### config.mk
export PLATFORM = sky130hd
export DESIGN_NAME = toast_hazard_ctrl
export DESIGN_NICKNAME = d
export VERILOG_FILES = /design/src/rtl/toast_hazard_pkg.sv /design/src/rtl/toast_sat_counter.sv /design/src/rtl/toast_hazard_ctrl.sv
export SDC_FILE = /design/constraint.sdc
export NUM_CORES = 1
export LEC_CHECK = 0
export CORE_ASPECT_RATIO = 1.2
export CORE_UTILIZATION = 45
export CTS_CLUSTER_DIAMETER = 120
export DETAILED_ROUTE_END_ITERATION = 10
export DONT_BUFFER_PORTS = 1
export SETUP_SLACK_MARGIN = 0.1
export SLEW_MARGIN = 20
export SYNTH_ARGS = -nofsm -noshare
export SYNTH_HDL_FRONTEND = slang
export SYNTH_SLANG_ARGS = --single-unit
export TNS_END_PERCENT = 10
### constraint.sdc
create_clock -name Clk -period 3.2 [get_ports Clk]
set_input_delay 0.48 -clock Clk [delete_from_list [all_inputs] [get_ports Clk]]
set_output_delay 0.48 -clock Clk [all_outputs]
set_load 0.05 [all_outputs]
### src/rtl/toast_hazard_pkg.sv
`default_nettype none
// ============================================================================
//  Module   : toast_hazard_pkg
//  Brief    : Shared types and constants for the Toast hazard/stall controller
//  Revision : 1.0 - initial release
// ============================================================================
package toast_hazard_pkg;

    // Controller FSM: normal flow, or waiting on an outstanding dmem access
    typedef enum logic [0:0] {
        HZ_RUN      = 1'b0,
        HZ_MEM_WAIT = 1'b1
    } hz_state_t;

    // Canonical RV32I NOP (addi x0, x0, 0) loaded by flushing stages
    localparam logic [31:0] c_nop_instr = 32'h0000_0013;

endpackage : toast_hazard_pkg
`default_nettype wire

### src/rtl/toast_sat_counter.sv
`default_nettype none
// ============================================================================
//  Module   : toast_sat_counter
//  Brief    : Up-counter that sticks at all-ones instead of wrapping
//  Revision : 1.0 - initial release
// ============================================================================
module toast_sat_counter #(
    parameter int WIDTH = 32
) (
    input  logic             Clk,
    input  logic             Rst,
    input  logic             inc_i,
    output logic [WIDTH-1:0] cnt_o
);

    logic [WIDTH-1:0] r_cnt;

    // Count enabled cycles, holding at the maximum value once reached
    always_ff @(posedge Clk) begin
        if (Rst) begin
            r_cnt <= '0;
        end else if (inc_i && (r_cnt != {WIDTH{1'b1}})) begin
            r_cnt <= r_cnt + 1'b1;
        end
    end

    assign cnt_o = r_cnt;

endmodule : toast_sat_counter
`default_nettype wire

### src/rtl/toast_hazard_ctrl.sv
`default_nettype none
// ============================================================================
//  Module   : toast_hazard_ctrl
//  Brief    : Load-use interlock, taken-branch flush and dmem wait-state
//             control for the Toast RV32I 5-stage pipeline, with a dmem
//             timeout watchdog and saturating stall/flush counters.
//  Revision : 1.0 - initial release
// ============================================================================
module toast_hazard_ctrl
    import toast_hazard_pkg::*;
#(
    parameter int REGFILE_ADDR_WIDTH = 5,
    parameter int CNT_WIDTH          = 32,
    parameter int MEM_TIMEOUT        = 255
) (
    input  logic                          Clk,
    input  logic                          Rst,
    input  logic [REGFILE_ADDR_WIDTH-1:0] ID_rs1_addr_i,
    input  logic [REGFILE_ADDR_WIDTH-1:0] ID_rs2_addr_i,
    input  logic                          ID_rs1_used_i,
    input  logic                          ID_rs2_used_i,
    input  logic                          EX_mem_rd_en_i,
    input  logic [REGFILE_ADDR_WIDTH-1:0] EX_rd_addr_i,
    input  logic                          EX_branch_taken_i,
    input  logic                          MEM_dmem_req_i,
    input  logic                          MEM_dmem_ready_i,
    output logic                          PC_stall_o,
    output logic                          IF_ID_stall_o,
    output logic                          IF_ID_flush_o,
    output logic                          ID_EX_stall_o,
    output logic                          ID_EX_flush_o,
    output logic                          EX_MEM_stall_o,
    output logic                          MEM_WB_flush_o,
    output logic                          bus_err_o,
    output logic [CNT_WIDTH-1:0]          stall_cnt_o,
    output logic [CNT_WIDTH-1:0]          flush_cnt_o
);

    // Wait counter only needs to reach MEM_TIMEOUT
    localparam int                 c_wait_w    = $clog2(MEM_TIMEOUT + 1);
    localparam logic [c_wait_w-1:0] c_wait_max  = c_wait_w'(MEM_TIMEOUT);
    localparam logic [c_wait_w-1:0] c_wait_last = c_wait_w'(MEM_TIMEOUT - 1);

    hz_state_t           r_state;
    hz_state_t           w_next_state;
    logic [c_wait_w-1:0] r_wait_cnt;
    logic                r_bus_err;

    logic w_load_use;
    logic w_mem_busy;
    logic w_branch_flush;

    // x0 is never a real dependency, so a load into x0 cannot interlock
    assign w_load_use = EX_mem_rd_en_i && (EX_rd_addr_i != '0) &&
                        (((EX_rd_addr_i == ID_rs1_addr_i) && ID_rs1_used_i) ||
                         ((EX_rd_addr_i == ID_rs2_addr_i) && ID_rs2_used_i));

    // Ready in the same cycle as req is a zero-wait access
    assign w_mem_busy = MEM_dmem_req_i && !MEM_dmem_ready_i;

    // Next-state and prioritised stall/flush decode (mem > branch > load-use)
    always_comb begin
        w_next_state   = r_state;
        PC_stall_o     = 1'b0;
        IF_ID_stall_o  = 1'b0;
        IF_ID_flush_o  = 1'b0;
        ID_EX_stall_o  = 1'b0;
        ID_EX_flush_o  = 1'b0;
        EX_MEM_stall_o = 1'b0;
        MEM_WB_flush_o = 1'b0;
        w_branch_flush = 1'b0;

        case (r_state)
            HZ_RUN: begin
                if (w_mem_busy) begin
                    w_next_state = HZ_MEM_WAIT;
                end
            end
            HZ_MEM_WAIT: begin
                if (MEM_dmem_ready_i || !MEM_dmem_req_i) begin
                    w_next_state = HZ_RUN;
                end
            end
            default: w_next_state = HZ_RUN;
        endcase

        if (!Rst) begin
            if (w_mem_busy) begin
                // Freeze everything upstream of MEM; WB receives a bubble
                PC_stall_o     = 1'b1;
                IF_ID_stall_o  = 1'b1;
                ID_EX_stall_o  = 1'b1;
                EX_MEM_stall_o = 1'b1;
                MEM_WB_flush_o = 1'b1;
            end else if (EX_branch_taken_i) begin
                // Squash the two younger instructions; any load-use on them is moot
                IF_ID_flush_o  = 1'b1;
                ID_EX_flush_o  = 1'b1;
                w_branch_flush = 1'b1;
            end else if (w_load_use) begin
                // Hold fetch/decode one cycle and insert a bubble into EX
                PC_stall_o     = 1'b1;
                IF_ID_stall_o  = 1'b1;
                ID_EX_flush_o  = 1'b1;
            end
        end
    end

    // State register, memory-wait watchdog and sticky timeout flag
    always_ff @(posedge Clk) begin
        if (Rst) begin
            r_state    <= HZ_RUN;
            r_wait_cnt <= '0;
            r_bus_err  <= 1'b0;
        end else begin
            r_state <= w_next_state;
            if (w_next_state == HZ_RUN) begin
                r_wait_cnt <= '0;
            end else if ((r_state == HZ_MEM_WAIT) && (r_wait_cnt != c_wait_max)) begin
                r_wait_cnt <= r_wait_cnt + 1'b1;
            end
            // Flag as the count steps onto MEM_TIMEOUT while still waiting
            if ((r_state == HZ_MEM_WAIT) && (w_next_state == HZ_MEM_WAIT) &&
                (r_wait_cnt >= c_wait_last)) begin
                r_bus_err <= 1'b1;
            end
        end
    end

    assign bus_err_o = r_bus_err;

    toast_sat_counter #(
        .WIDTH (CNT_WIDTH)
    ) u_stall_cnt (
        .Clk   (Clk),
        .Rst   (Rst),
        .inc_i (PC_stall_o),
        .cnt_o (stall_cnt_o)
    );

    toast_sat_counter #(
        .WIDTH (CNT_WIDTH)
    ) u_flush_cnt (
        .Clk   (Clk),
        .Rst   (Rst),
        .inc_i (w_branch_flush),
        .cnt_o (flush_cnt_o)
    );

endmodule : toast_hazard_ctrl
`default_nettype wire
==> results.json, run 1 <==
{
  "critical_path_class": "register to register",
  "timing.setup.tns_ps": 0,
  "slew_headroom_pct": 48.4,
  "clk_transition_reported_paths_ps": 80,
  "grt.overflow.total": 0,
  "detail_route.wirelength_mm": 9.25,
  "path_buf_inv": 0,
  "crit_slowest_cell": "sky130_fd_sc_hd__dfxtp_1",
  "cts-hold-fix-buffers": 0,
  "clock-sinks": 74,
  "post_route_cells_drive_above_1_share_pct": 16.7,
  "ioPinCount": 95,
  "postSynthAreaPerCell_um2": 8.37,
  "antenna_found_initial": 0,
  "first_global_vias": 3271,
  "wire_per_inst_um": 14.9,
  "postSynthRegisterBits": 74,
  "synth.net_count": 481,
  "power.density_mw_per_mm2": 382,
  "initial_core_util_pct": 46.6,
  "cts_tree": "yes",
  "post_synthesis_instance_area_mm2": 0.00380,
  "dp_hpwl_mm": 6.72,
  "setup_viol_count_final": 0,
  "p_leak_nw": 1.52,
  "max_cap_violations": 0,
  "drc": 0,
  "critPathMaxStageDelay_ps": 700,
  "arrival_ps": 2880,
  "number_of_synthesized_flops_with_an_enable_pin": 0,
  "ys.flop_type": "sky130_fd_sc_hd__dfxtp_1",
  "design_power_total_mw": 1.70,
  "clock_latency_ps": 340,
  "dieWidth_um": 85.9,
  "startpoint_of_the_most_critical_register_to_register_path": "u_stall_cnt.cnt_o[12]",
  "inserted_diodes": 0,
  "htree_num_levels": 3,
  "worst_r2r_path_depth": 6,
  "run_status": "complete, no violations",
  "number_of_cells_upsized_or_downsized_after_cts": 0,
  "synth-seq-area-share_pct": 39.0,
  "worst_setup_path_end_kind": "register",
  "tightest_slew_ps": 767,
  "area_growth_syn_to_layout_pct": 17.3,
  "r2r_slack_ps": 590,
  "post_drt_via_cell_ratio": 5.60,
  "wire_length_of_the_first_global_routing_pass_mm": 15.0,
  "synth_async_sr_flop_share_pct": 0,
  "min-delay-path-class": "input pin to register",
  "cpLargestDelayFamily": "simple AND/OR/NAND/NOR gates",
  "cts_setup_buffers": 0,
  "fillCellCount": 769,
  "core-area_mm2": 0.00815,
  "critPathLaunch": "u_stall_cnt.cnt_o[12]",
  "crit_path_max_fanout": 8,
  "period_share_pct": 81.6,
  "synthCells": 454,
  "maxSlewViolCount": 0,
  "antenna_left": 0,
  "timing.critical_path.to": "u_stall_cnt.cnt_o[25]",
  "fp-row-count": 36,
  "clockRootBuffer": "sky130_fd_sc_hd__clkbuf_8",
  "vias": 3485,
  "post_synth_num_cell_types": 46,
  "required_ps": 3470,
  "setup_repair_after_global_routing_missed_its_margin": "no",
  "fp.dieH_um": 103,
  "crit_path_start_kind": "register",
  "synth_warnings": 0,
  "io_buffer_count": 0,
  "finalCriticalPeriod_ps": 2610,
  "gp_congestion": 0.816,
  "max-vdd-ir-drop_uv": 256,
  "clockBufferDepth": 2,
  "path_depth": 6,
  "grt_max_degree": 67,
  "drt_pre_antenna_iters": 4,
  "worst_path_cell_trace": "nand3_1, or3_1, nor3_2, nand2_1, or4_1, a21oi_1",
  "globalRouteTotalUtil_pct": 21.4,
  "drt_iter0_markers": 203,
  "maximum_clock_frequency_ghz": 0.383,
  "full_die_area_mm2": 0.00882,
  "cts_inserted_buffers": 9,
  "final_net_count": 531,
  "timing.clock.skew_ps": 12.6,
  "rr_endpoint": "u_stall_cnt.cnt_o[25]",
  "hold_viol": 0
}
## synthesized netlist by cell type (3+ instances only)
cell type / number / area, µm²
sky130_fd_sc_hd__nand4_1: 22 / 138
sky130_fd_sc_hd__o21ai_0: 20 / 100
sky130_fd_sc_hd__nand3_1: 26 / 130
sky130_fd_sc_hd__o31ai_1: 14 / 105
sky130_fd_sc_hd__nor2_1: 46 / 173
sky130_fd_sc_hd__and4_1: 7 / 61.3
sky130_fd_sc_hd__and2_1: 3 / 18.8
sky130_fd_sc_hd__or4_1: 14 / 105
sky130_fd_sc_hd__ha_1: 4 / 50.1
sky130_fd_sc_hd__inv_1: 13 / 48.8
sky130_fd_sc_hd__clkbuf_1: 11 / 41.3
sky130_fd_sc_hd__buf_4: 3 / 22.5
sky130_fd_sc_hd__xor2_1: 14 / 123
sky130_fd_sc_hd__xnor2_1: 30 / 263
sky130_fd_sc_hd__and3_1: 9 / 56.3
sky130_fd_sc_hd__mux2i_1: 4 / 40.0
sky130_fd_sc_hd__nand2_1: 34 / 128
sky130_fd_sc_hd__nor4b_1: 3 / 26.3
sky130_fd_sc_hd__nor3_1: 14 / 70.1
sky130_fd_sc_hd__a21oi_1: 33 / 165
sky130_fd_sc_hd__nor4_1: 6 / 37.5
sky130_fd_sc_hd__buf_6: 3 / 33.8
sky130_fd_sc_hd__or3_1: 17 / 106
sky130_fd_sc_hd__nor2b_1: 3 / 18.8
sky130_fd_sc_hd__dfxtp_1: 74 / 1480
## final cells by class
| type | instances | area [µm²] | share of cell area, % |
|---|---|---|---|
| Inverter | 13 | 48.8 | 1.09 |
| Multi-Input combinational cell | 347 | 2150 | 48.2 |
| Clock inverter | 6 | 58.8 | 1.32 |
| Clock buffer | 9 | 124 | 2.78 |
| Tap cell | 114 | 143 | 3.20 |
| Sequential cell | 74 | 1480 | 33.2 |
| Timing Repair Buffer | 59 | 455 | 10.2 |
## power breakdown
part / total [mW] / internal, mW / switching (mW) / leakage [nW]
Clock: 0.703 / 0.352 / 0.351 / 0.0986
Combinational: 0.0680 / 0.0257 / 0.0423 / 0.826
Sequential: 0.930 / 0.923 / 0.00763 / 0.596
## worst reg2reg max path: stages (launching register included)
cell,delay [ps]
sky130_fd_sc_hd__dfxtp_1,700
sky130_fd_sc_hd__nand3_1,170
sky130_fd_sc_hd__or3_1,390
sky130_fd_sc_hd__nor3_2,380
sky130_fd_sc_hd__nand2_1,260
sky130_fd_sc_hd__or4_1,510
sky130_fd_sc_hd__a21oi_1,150
## cell usage in the layout (no fill, tap or decap), types with 3 or more instances in the layout
cell,instances
sky130_fd_sc_hd__clkbuf_8,9
sky130_fd_sc_hd__nor4b_1,3
sky130_fd_sc_hd__nand4_1,22
sky130_fd_sc_hd__clkinv_2,4
sky130_fd_sc_hd__o21ai_0,20
sky130_fd_sc_hd__buf_4,58
sky130_fd_sc_hd__and3_1,9
sky130_fd_sc_hd__nor2_1,46
sky130_fd_sc_hd__xor2_1,14
sky130_fd_sc_hd__xnor2_1,30
sky130_fd_sc_hd__mux2i_1,4
sky130_fd_sc_hd__o31ai_1,14
sky130_fd_sc_hd__nor2b_1,3
sky130_fd_sc_hd__a21oi_1,33
sky130_fd_sc_hd__or3_1,17
sky130_fd_sc_hd__ha_1,4
sky130_fd_sc_hd__or4_1,14
sky130_fd_sc_hd__dfxtp_1,74
sky130_fd_sc_hd__and4_1,7
sky130_fd_sc_hd__nor3_1,14
sky130_fd_sc_hd__nor4_1,6
sky130_fd_sc_hd__and2_1,3
sky130_fd_sc_hd__nand3_1,26
sky130_fd_sc_hd__nand2_1,34
sky130_fd_sc_hd__inv_1,13
## per-layer routing
layer  vias to the layer above  GRT usage [%]  routed length, µm
li1                       1746              -                  -
met1                      1630           24.6               3910
met2                        94           38.2               4610
met3                        15           5.28                539
met4                         0           8.33                192
met5                         -              0                  0
## through the flow
step	hold slack [ps]	std cells	setup WS (ps)	cell area (µm²)	util [%]
finish	217	622	589	4460	54.7
global route	185	622	423	4460	54.7
CTS	188	622	508	4450	54.6
detailed placement	488	607	536	4270	52.3
global placement	486	607	508	4270	52.3
floorplan	461	454	487	3800	-
## cells by family (layout without fill, tap and decap cells)
group	count (synthesis)	in the layout	share of synthesized area, %
xor gates and xnor gates	44	44	10.1
DFF	74	74	39.0
and+or+nand+nor	216	216	31.0
adders and majority gates	4	4	1.32
buffers and inverters	33	87	4.77
muxes	5	5	1.45
AOI/OAI and AO/OA	78	78	12.3
## state kept, by name, summed over array words and instances, names as in the netlist
| signal | cells |
|---|---|
| bus_err_o | 1 |
| r_state | 1 |
| r_wait_cnt | 8 |
| u_flush_cnt.cnt_o | 32 |
| u_stall_cnt.cnt_o | 32 |
## worst min path at each step
stage | end | slack [ps] | depth (start not counted) | from
6_report | u_stall_cnt.cnt_o[13] | 220 | 1 | Rst
5_1_grt | u_flush_cnt.cnt_o[3] | 190 | 1 | Rst
4_1_cts | u_flush_cnt.cnt_o[3] | 190 | 1 | Rst
3_5_place_dp | bus_err_o | 490 | 2 | r_state
3_3_place_gp | bus_err_o | 490 | 2 | r_state
2_1_floorplan | bus_err_o | 460 | 2 | r_state
Note: power is estimated with default switching activity, not from simulation.
==> run 2, diff against run 1 <==
==> constraint.sdc (replaced) <==
create_clock -name Clk -period 2.72 [get_ports Clk]
set_input_delay 0.408 -clock Clk [delete_from_list [all_inputs] [get_ports Clk]]
set_output_delay 0.408 -clock Clk [all_outputs]
set_load 0.05 [all_outputs]
==> run 2 against run 1 <==
Net effect: cell area up 3.2%; critical path depth up 1; non-clock buffer count up 16; total power up 19%; first-iteration DRC count down 14%; global-route usage up 0.57 points; flip-flop and latch count unchanged; critical path type unchanged; critical endpoint is now u_stall_cnt.cnt_o[1]; largest power group unchanged.
==> results.json, run 2 (synthesis results as in run 1) <==
{
  "design_area_mm2": 0.00460,
  "highest_count_cells_in_the_layout_ignoring_fill_and_taps": "sky130_fd_sc_hd__buf_4, sky130_fd_sc_hd__dfxtp_1, sky130_fd_sc_hd__nor2_1",
  "global_route_met3_usage_pct": 6.16,
  "gp_congestion": 0.865,
  "post_route_cells_drive_above_1_share_pct": 20.6,
  "post_dp_cell_area_mm2": 0.00441,
  "vias": 3549,
  "dp_hpwl_mm": 6.86,
  "number_of_cells_upsized_or_downsized_after_cts": 0,
  "power.density_mw_per_mm2": 441,
  "slew_headroom_pct": 51.0,
  "full_die_area_mm2": 0.00882,
  "drt_pre_antenna_iters": 5,
  "maximum_clock_frequency_ghz": 0.419,
  "fp.dieH_um": 103,
  "drt_iter0_markers": 174,
  "post-route-util_pct": 56.4,
  "grt_max_degree": 67,
  "grt_use_met2_pct": 38.2,
  "antenna_left": 0,
  "wire_length_of_the_first_global_routing_pass_mm": 15.2,
  "clk_transition_reported_paths_ps": 80,
  "antenna_found_initial": 0,
  "cts-hold-fix-buffers": 0,
  "cts_tree": "yes",
  "tightest_slew_ps": 733,
  "clockBufferDepth": 2,
  "wire_per_inst_um": 14.7,
  "layout_commonest_cell": "sky130_fd_sc_hd__buf_4",
  "max-vdd-ir-drop_uv": 315,
  "drc": 0,
  "post_drt_via_cell_ratio": 5.55,
  "inserted_diodes": 0,
  "final_net_count": 547,
  "io_buffer_count": 0,
  "cts_setup_buffers": 0,
  "setup_repair_after_global_routing_missed_its_margin": "no",
  "area_growth_syn_to_layout_pct": 21.0,
  "post-place-cells": 623,
  "clock_latency_ps": 360,
  "detail_route.wirelength_mm": 9.41,
  "required_ps": 2980,
  "setup_viol_count_final": 0,
  "clockRootBuffer": "sky130_fd_sc_hd__clkbuf_8",
  "whs_path_depth": 1,
  "worst_setup_path_end_kind": "register",
  "globalRouteTotalUtil_pct": 21.9,
  "crit_path_start_kind": "register",
  "critical_path_class": "register to register",
  "run_status": "complete, no violations",
  "arrival_ps": 2650,
  "ioPinCount": 95,
  "timing.clock.skew_ps": 13.3,
  "core-area_mm2": 0.00815,
  "grt.overflow.total": 0,
  "htree_num_levels": 3,
  "crit_path_max_fanout": 31,
  "timing.setup.tns_ps": 0,
  "cts_inserted_buffers": 9,
  "p_leak_nw": 1.62,
  "min-delay-path-class": "input pin to register",
  "worst_r2r_path_depth": 7,
  "dieWidth_um": 85.9,
  "hold_viol": 0,
  "finalCriticalPeriod_ps": 2390,
  "initial_core_util_pct": 46.6,
  "maxSlewViolCount": 0,
  "grt_most_used_layer": "met2",
  "first_global_vias": 3294,
  "fp-row-count": 36,
  "period_share_pct": 87.8,
  "max_cap_violations": 0,
  "clock-sinks": 74,
  "grt_util_met1_pct": 24.2,
  "final-instance-count-excl-fill": 639
}
## run 2: cell count changes in the layout (fill, tap and decap cells not counted), sizes merged
cell	change
clkinvlp	+1
buf	+16
## run 2: final timing paths
kind	start	endpoint	slack (ps)
worst min-delay path	Rst	u_flush_cnt.cnt_o[0]	120
worst min register to register	r_state	bus_err_o	490
worst max-delay path	u_stall_cnt.cnt_o[9]	u_stall_cnt.cnt_o[1]	330
worst max register to register	u_stall_cnt.cnt_o[9]	u_stall_cnt.cnt_o[1]	330
## run 2: critical path: stages, from the launching register on
cell                       delay (ps)
sky130_fd_sc_hd__dfxtp_2          340
sky130_fd_sc_hd__nand4_2          130
sky130_fd_sc_hd__or4_4            570
sky130_fd_sc_hd__or4_4            530
sky130_fd_sc_hd__o211ai_2         200
sky130_fd_sc_hd__buf_12           230
sky130_fd_sc_hd__mux2i_1          210
sky130_fd_sc_hd__nor2_1            50
## run 2: through the flow
stage	setup slack (ps)	hold slack (ps)	total power, mW
2_1_floorplan	103	461	1.20
3_3_place_gp	323	475	1.20
3_5_place_dp	340	483	1.20
4_1_cts	324	92.4	2.05
5_1_grt	212	91.2	2.11
6_report	333	122	2.03
## run 2: final cells by class
type                    instances  area (µm²)
repair buffers                 75         588
inverters                      13        48.8
flip-flops and latches         74        1490
clock inverters                 7        70.1
well taps                     114         143
fillers                       764        3550
clock buffers                   9         124
multi-input cells             347        2140
## run 2: routing by layer
| layer | wire [µm] | share of wire, % |
|---|---|---|
| met3 | 557 | 5.9 |
| met4 | 259 | 2.8 |
| met2 | 4730 | 50 |
| met1 | 3870 | 41 |
| met5 | 0 | 0 |
## run 2: power breakdown
part	internal, mW	leakage (nW)	switching (mW)
Clock	0.421	0.0990	0.433
Sequential	1.09	0.599	0.00191
Combinational	0.0329	0.917	0.0552
